<file path="src/rtl/pwm_pkg.sv">
// Shared constants and the duty compare used by the PWM peripheral.
package pwm_pkg;

   localparam int                   PWM_CNT_W     = 8;
   localparam logic [PWM_CNT_W-1:0] PWM_DUTY_FULL = 8'hFF;
   localparam int                   NUM_OUTPUTS   = 16;

   // Full-scale duty forces a solid high level; otherwise high while the
   // period counter is below the duty value, so 0x00 stays low.
   function automatic logic pwm_level(input logic [PWM_CNT_W-1:0] count,
                                      input logic [PWM_CNT_W-1:0] duty);
      return (duty == PWM_DUTY_FULL) || (count < duty);
   endfunction

endpackage

</file>
<file path="src/rtl/pwm_timebase.sv">
// Prescaler plus 8-bit period counter; flags the period wrap and pulses
// period_start on the clk that follows it.
module pwm_timebase
   import pwm_pkg::*;
#(
   parameter int CLK_DIV = 3000
) (
   input  logic                 clk,
   input  logic                 rst_n,
   output logic                 wrap,
   output logic [PWM_CNT_W-1:0] count,
   output logic                 period_start
);

   localparam logic [15:0] PRE_LAST = 16'(CLK_DIV - 1);

   logic [15:0] prescale;
   logic        tick;

   assign tick = (prescale == PRE_LAST);
   assign wrap = tick && (count == {PWM_CNT_W{1'b1}});

   // Prescaler: counts 0..CLK_DIV-1 and restarts at 0.
   always_ff @(posedge clk or negedge rst_n) begin
      if (!rst_n)    prescale <= '0;
      else if (tick) prescale <= '0;
      else           prescale <= prescale + 16'd1;
   end

   // Period counter: one step per tick, natural 255 -> 0 rollover.
   always_ff @(posedge clk or negedge rst_n) begin
      if (!rst_n)    count <= '0;
      else if (tick) count <= count + PWM_CNT_W'(1);
   end

   // Period start: high for the single clk in which the counter reads 0
   // after a wrap.
   always_ff @(posedge clk or negedge rst_n) begin
      if (!rst_n) period_start <= 1'b0;
      else        period_start <= wrap;
   end

endmodule

</file>
<file path="src/rtl/pwm_peripheral.sv">
// 16-output PWM peripheral: per-bit enable and PWM/static-on mode, one
// shared PWM waveform whose duty is latched only at period boundaries.
module pwm_peripheral
   import pwm_pkg::*;
#(
   parameter int CLK_DIV = 3000
) (
   input  logic                   clk,
   input  logic                   rst_n,
   input  logic [7:0]             en_reg_out_7_0,
   input  logic [7:0]             en_reg_out_15_8,
   input  logic [7:0]             en_reg_pwm_7_0,
   input  logic [7:0]             en_reg_pwm_15_8,
   input  logic [7:0]             pwm_duty_cycle,
   output logic [NUM_OUTPUTS-1:0] out,
   output logic                   period_start
);

   logic [NUM_OUTPUTS-1:0] en_out;
   logic [NUM_OUTPUTS-1:0] en_pwm;
   logic                   wrap;
   logic [PWM_CNT_W-1:0]   count;
   logic [PWM_CNT_W-1:0]   duty_shadow;
   logic                   pwm_signal;

   assign en_out = {en_reg_out_15_8, en_reg_out_7_0};
   assign en_pwm = {en_reg_pwm_15_8, en_reg_pwm_7_0};

   pwm_timebase #(
      .CLK_DIV (CLK_DIV)
   ) u_timebase (
      .clk          (clk),
      .rst_n        (rst_n),
      .wrap         (wrap),
      .count        (count),
      .period_start (period_start)
   );

   // Duty shadow: only reloaded on the wrap tick so a period never sees
   // its compare value change part way through.
   always_ff @(posedge clk or negedge rst_n) begin
      if (!rst_n)    duty_shadow <= '0;
      else if (wrap) duty_shadow <= pwm_duty_cycle;
   end

   assign pwm_signal = pwm_level(count, duty_shadow);

   // Output mux: disabled -> 0, static mode -> 1, PWM mode -> shared
   // waveform; enables act on the next clk, not at a period boundary.
   always_ff @(posedge clk or negedge rst_n) begin
      if (!rst_n) out <= '0;
      else        out <= en_out & (~en_pwm | {NUM_OUTPUTS{pwm_signal}});
   end

endmodule

</file>
<file path="config.mk">
export PLATFORM = sky130hd
export DESIGN_NAME = pwm_peripheral
export DESIGN_NICKNAME = d
export VERILOG_FILES = /design/src/rtl/pwm_pkg.sv /design/src/rtl/pwm_timebase.sv /design/src/rtl/pwm_peripheral.sv
export SDC_FILE = /design/constraint.sdc
export NUM_CORES = 1
export LEC_CHECK = 0
export CAP_MARGIN = 15
export CORE_ASPECT_RATIO = 1.5
export CORE_UTILIZATION = 50
export CTS_BUF_LIST = sky130_fd_sc_hd__clkbuf_8
export CTS_CLUSTER_SIZE = 30
export DETAILED_ROUTE_END_ITERATION = 6
export PLACE_DENSITY = 0.9
export REMOVE_ABC_BUFFERS = 1
export SYNTH_ARGS = -nofsm -noshare
export SYNTH_HDL_FRONTEND = slang
export SYNTH_SLANG_ARGS = --single-unit
</file>
<file path="constraint.sdc">
create_clock -name clk -period 2.3 [get_ports clk]
set_input_delay 0.23 -clock clk [delete_from_list [all_inputs] [get_ports clk]]
set_output_delay 0.23 -clock clk [all_outputs]
set_load 0.005 [all_outputs]
</file>
==> impl_metrics.env <==
export IMPL_status="finished, violations left"
export IMPL_violations="DRC"
export IMPL_place_ws_ns=0.411
export IMPL_switchingPower_mw=0.335
export IMPL_io_buffer_count=58
export IMPL_start_util=0.533
export IMPL_syn2layout_area_growth_pct=32.2
export IMPL_synth_cells=188
export IMPL_hold_class="in2async"
export IMPL_track_usage=0.215
export IMPL_synth_area_sq_um=2300
export IMPL_swShare=0.214
export IMPL_cp_required_ns=2.49
export IMPL_layout_drive_gt1_share=0.126
export IMPL_io_pins=59
export IMPL_clockBufferDepth=2
export IMPL_fin_nets=305
export IMPL_period_share=0.829
export IMPL_via_count=1641
export IMPL_layout_commonest_cell="clkdlybuf4s50_1"
export IMPL_setup_slack_ns=0.393
export IMPL_cts_sinks=49
export IMPL_power_leakage_nw=1.40
export IMPL_end_kind="flop"
export IMPL_cts_root_buf="clkbuf_8"
export IMPL_rows=29
export IMPL_maxCapViolCount=0
export IMPL_fin_hold_ws_ns=0.437
export IMPL_critPathKind="reg2reg"
export IMPL_rr_worst_depth=5
export IMPL_seq_power_share=0.571
export IMPL_fin_util=0.705
export IMPL_ir_worst_vdd_mv=0.491
export IMPL_grt_pass1_wl_mm=7.89
export IMPL_rsz0062_at_grt="no"
export IMPL_critPathMaxFanout=6
export IMPL_fin_crit_ns=1.91
export IMPL_grt_max_degree=26
export IMPL_syn_avg_cell_area_sq_um=12.2
export IMPL_clkPwrFrac=0.330
export IMPL_timing_rr_start="u_timebase.prescale[0]"
export IMPL_cts_buffers=5
export IMPL_post_cts_resized=0
export IMPL_grt_overflow=0
export IMPL_gp_congestion=0.842
export IMPL_antenna_found_initial=0
export IMPL_worst_pin_slew_ns=0.533
export IMPL_relSlewSlack=0.645
export IMPL_wl_per_cell_microns=16.0
export IMPL_fillers=305
export IMPL_combPwrFrac=0.099
export IMPL_die_area_sq_um=4890
export IMPL_clk_pin_slew_worst_paths_ns=0.08
export IMPL_drv_slew=0
export IMPL_worstSetupStartpoint="u_timebase.prescale[0]"
export IMPL_drt_wl_total_mm=4.79
export IMPL_setup_viol=0
export IMPL_hold_viol=0
export IMPL_diodes=0
export IMPL_cp_cell_sequence="ha_1, and3_1, nand4_2, or4b_4, xnor2_2"
export IMPL_ys_types=42
export IMPL_clk_latency_ns=0.30
export IMPL_dpl_hpwl_mm=3.68
export IMPL_tns_ns=0
export IMPL_crit_path_max_incr_delay_ns=0.56
export IMPL_cp_arrival_ns=2.10
export IMPL_synth_seq_cells=49
export IMPL_crit_slowest_cell="or4b_4"
export IMPL_first_iter_violations=27
export IMPL_via_per_inst=5.47
export IMPL_cts_tree="done"
export IMPL_core_area_sq_um=4320
export IMPL_ys_warn_count=0
export IMPL_postRouteAntennaNets=0
export IMPL_grt_pass1_vias=1692
export IMPL_totalPowerFinal_mw=1.56
export IMPL_power_density_nw_per_um2=514
export IMPL_skew_ns=0.00358
export IMPL_final_cell_mix="clkdlybuf4s50_1, dfrtp_1, nor2_1"
export IMPL_chipWidth_microns=57.4
export IMPL_die_h_microns=85.1
export IMPL_fmax_mhz=524
export IMPL_start_kind="flop"
export IMPL_ctsHtreeMaxLevel=2
export IMPL_drt_first_pass_iters=6
export IMPL_internal_power_mw=1.23
export IMPL_drc=1
export IMPL_ys_seq_area_frac=0.533
-- sequential cells by signal, indices dropped and copies added, names as in the netlist --
register	cells
duty_shadow	8
out	16
u_timebase.count	8
u_timebase.period_start	1
u_timebase.prescale	16
-- area by class of cell --
type,count,area [sq um],area share
flip-flops and latches,49,1230,0.403
clock inverters,1,7.51,0.00247
multi-input cells,128,1030,0.339
clock buffers,6,82.6,0.0271
inverters,8,30.0,0.00987
repair buffers,62,608,0.200
well taps,46,57.6,0.0189
-- what timing repair did --
item	in CTS	in global routing
hold buffers	1	0
setup buffers	0	0
endpoints found under the hold margin	23	0
-- cells in the mapped netlist --
master	n	area (sq um)
or4b_4	1	13.8
xor2_1	12	105
inv_1	8	30.0
and4_4	1	11.3
nand4_2	1	12.5
xnor2_2	1	16.3
nand2_1	6	22.5
a221o_1	1	10.0
and3_1	1	6.26
nor2_4	1	11.3
ha_1	9	113
and2_2	1	7.51
a2111oi_1	1	10.0
nor4b_2	2	30.0
a21boi_1	10	75.1
nand2b_1	1	6.26
o211ai_1	1	7.51
o32ai_2	1	16.3
and3_2	1	7.51
dfrtp_1	49	1230
a21boi_0	6	45.0
nor3_1	1	5.00
and4_1	1	8.76
nor2b_1	1	6.26
nand3_1	11	55.1
a41o_1	1	10.0
buf_2	3	15.0
a21oi_1	1	5.00
nor3b_1	1	7.51
a21o_1	1	7.51
and2_1	1	6.26
mux2_4	8	120
nor2_1	15	56.3
mux2_1	1	11.3
nor4_1	4	25.0
nand4_4	1	21.3
nor3_2	1	10.0
o21ai_1	1	5.00
o21a_1	1	7.51
nor2_2	1	6.26
xnor2_1	7	61.3
nand4_1	11	68.8
-- per-layer routing --
metal	vias up	track usage	share of wire
li1	799	-	-
met1	803	0.250	0.39
met2	31	0.378	0.57
met3	8	0.0366	0.020
met4	0	0.0976	0.021
met5	-	0	0
-- power by group through the flow --
stage                     logic [mW]  registers (mW)  clock network (mW)
after floorplan               0.0301           0.910                   0
after detailed placement       0.155           0.910                   0
final                          0.154           0.893               0.516
after global routing           0.168           0.895               0.558
after CTS                      0.157           0.893               0.527
after global placement         0.150           0.909                   0
-- cells by family after synthesis --
group	after synthesis	share of synthesized area
simple gates	65	0.176
flops	49	0.533
compound gates	25	0.0864
xor+xnor	20	0.0793
buf+inv	11	0.0196
mux	9	0.0571
fa+ha+maj	9	0.0489
-- final timing paths --
path                                      endpoint  slack [ns]
hold / removal             u_timebase.prescale[12]        0.44
setup reg to reg               u_timebase.count[6]        0.39
min in group clk                           out[13]        0.47
hold reg to reg            u_timebase.prescale[15]        0.50
setup / recovery               u_timebase.count[6]        0.39
max in group asynchronous   u_timebase.prescale[2]        1.29
-- stage by stage --
stage / instances / instance area, sq um
3_5_place_dp: 292 / 2940
2_1_floorplan: 185 / 2290
6_report: 300 / 3040
5_1_grt: 300 / 3040
3_3_place_gp: 292 / 2940
4_1_cts: 300 / 3040
-- critical path, delay by kind of cell (launching register included) --
| family | cells | cell delay [ns] |
|---|---|---|
| fa+ha+maj | 1 | 0.23 |
| xor+xnor | 1 | 0.14 |
| simple gates | 3 | 1.03 |
| flops | 1 | 0.41 |
Power figures use the tool's default switching activity.
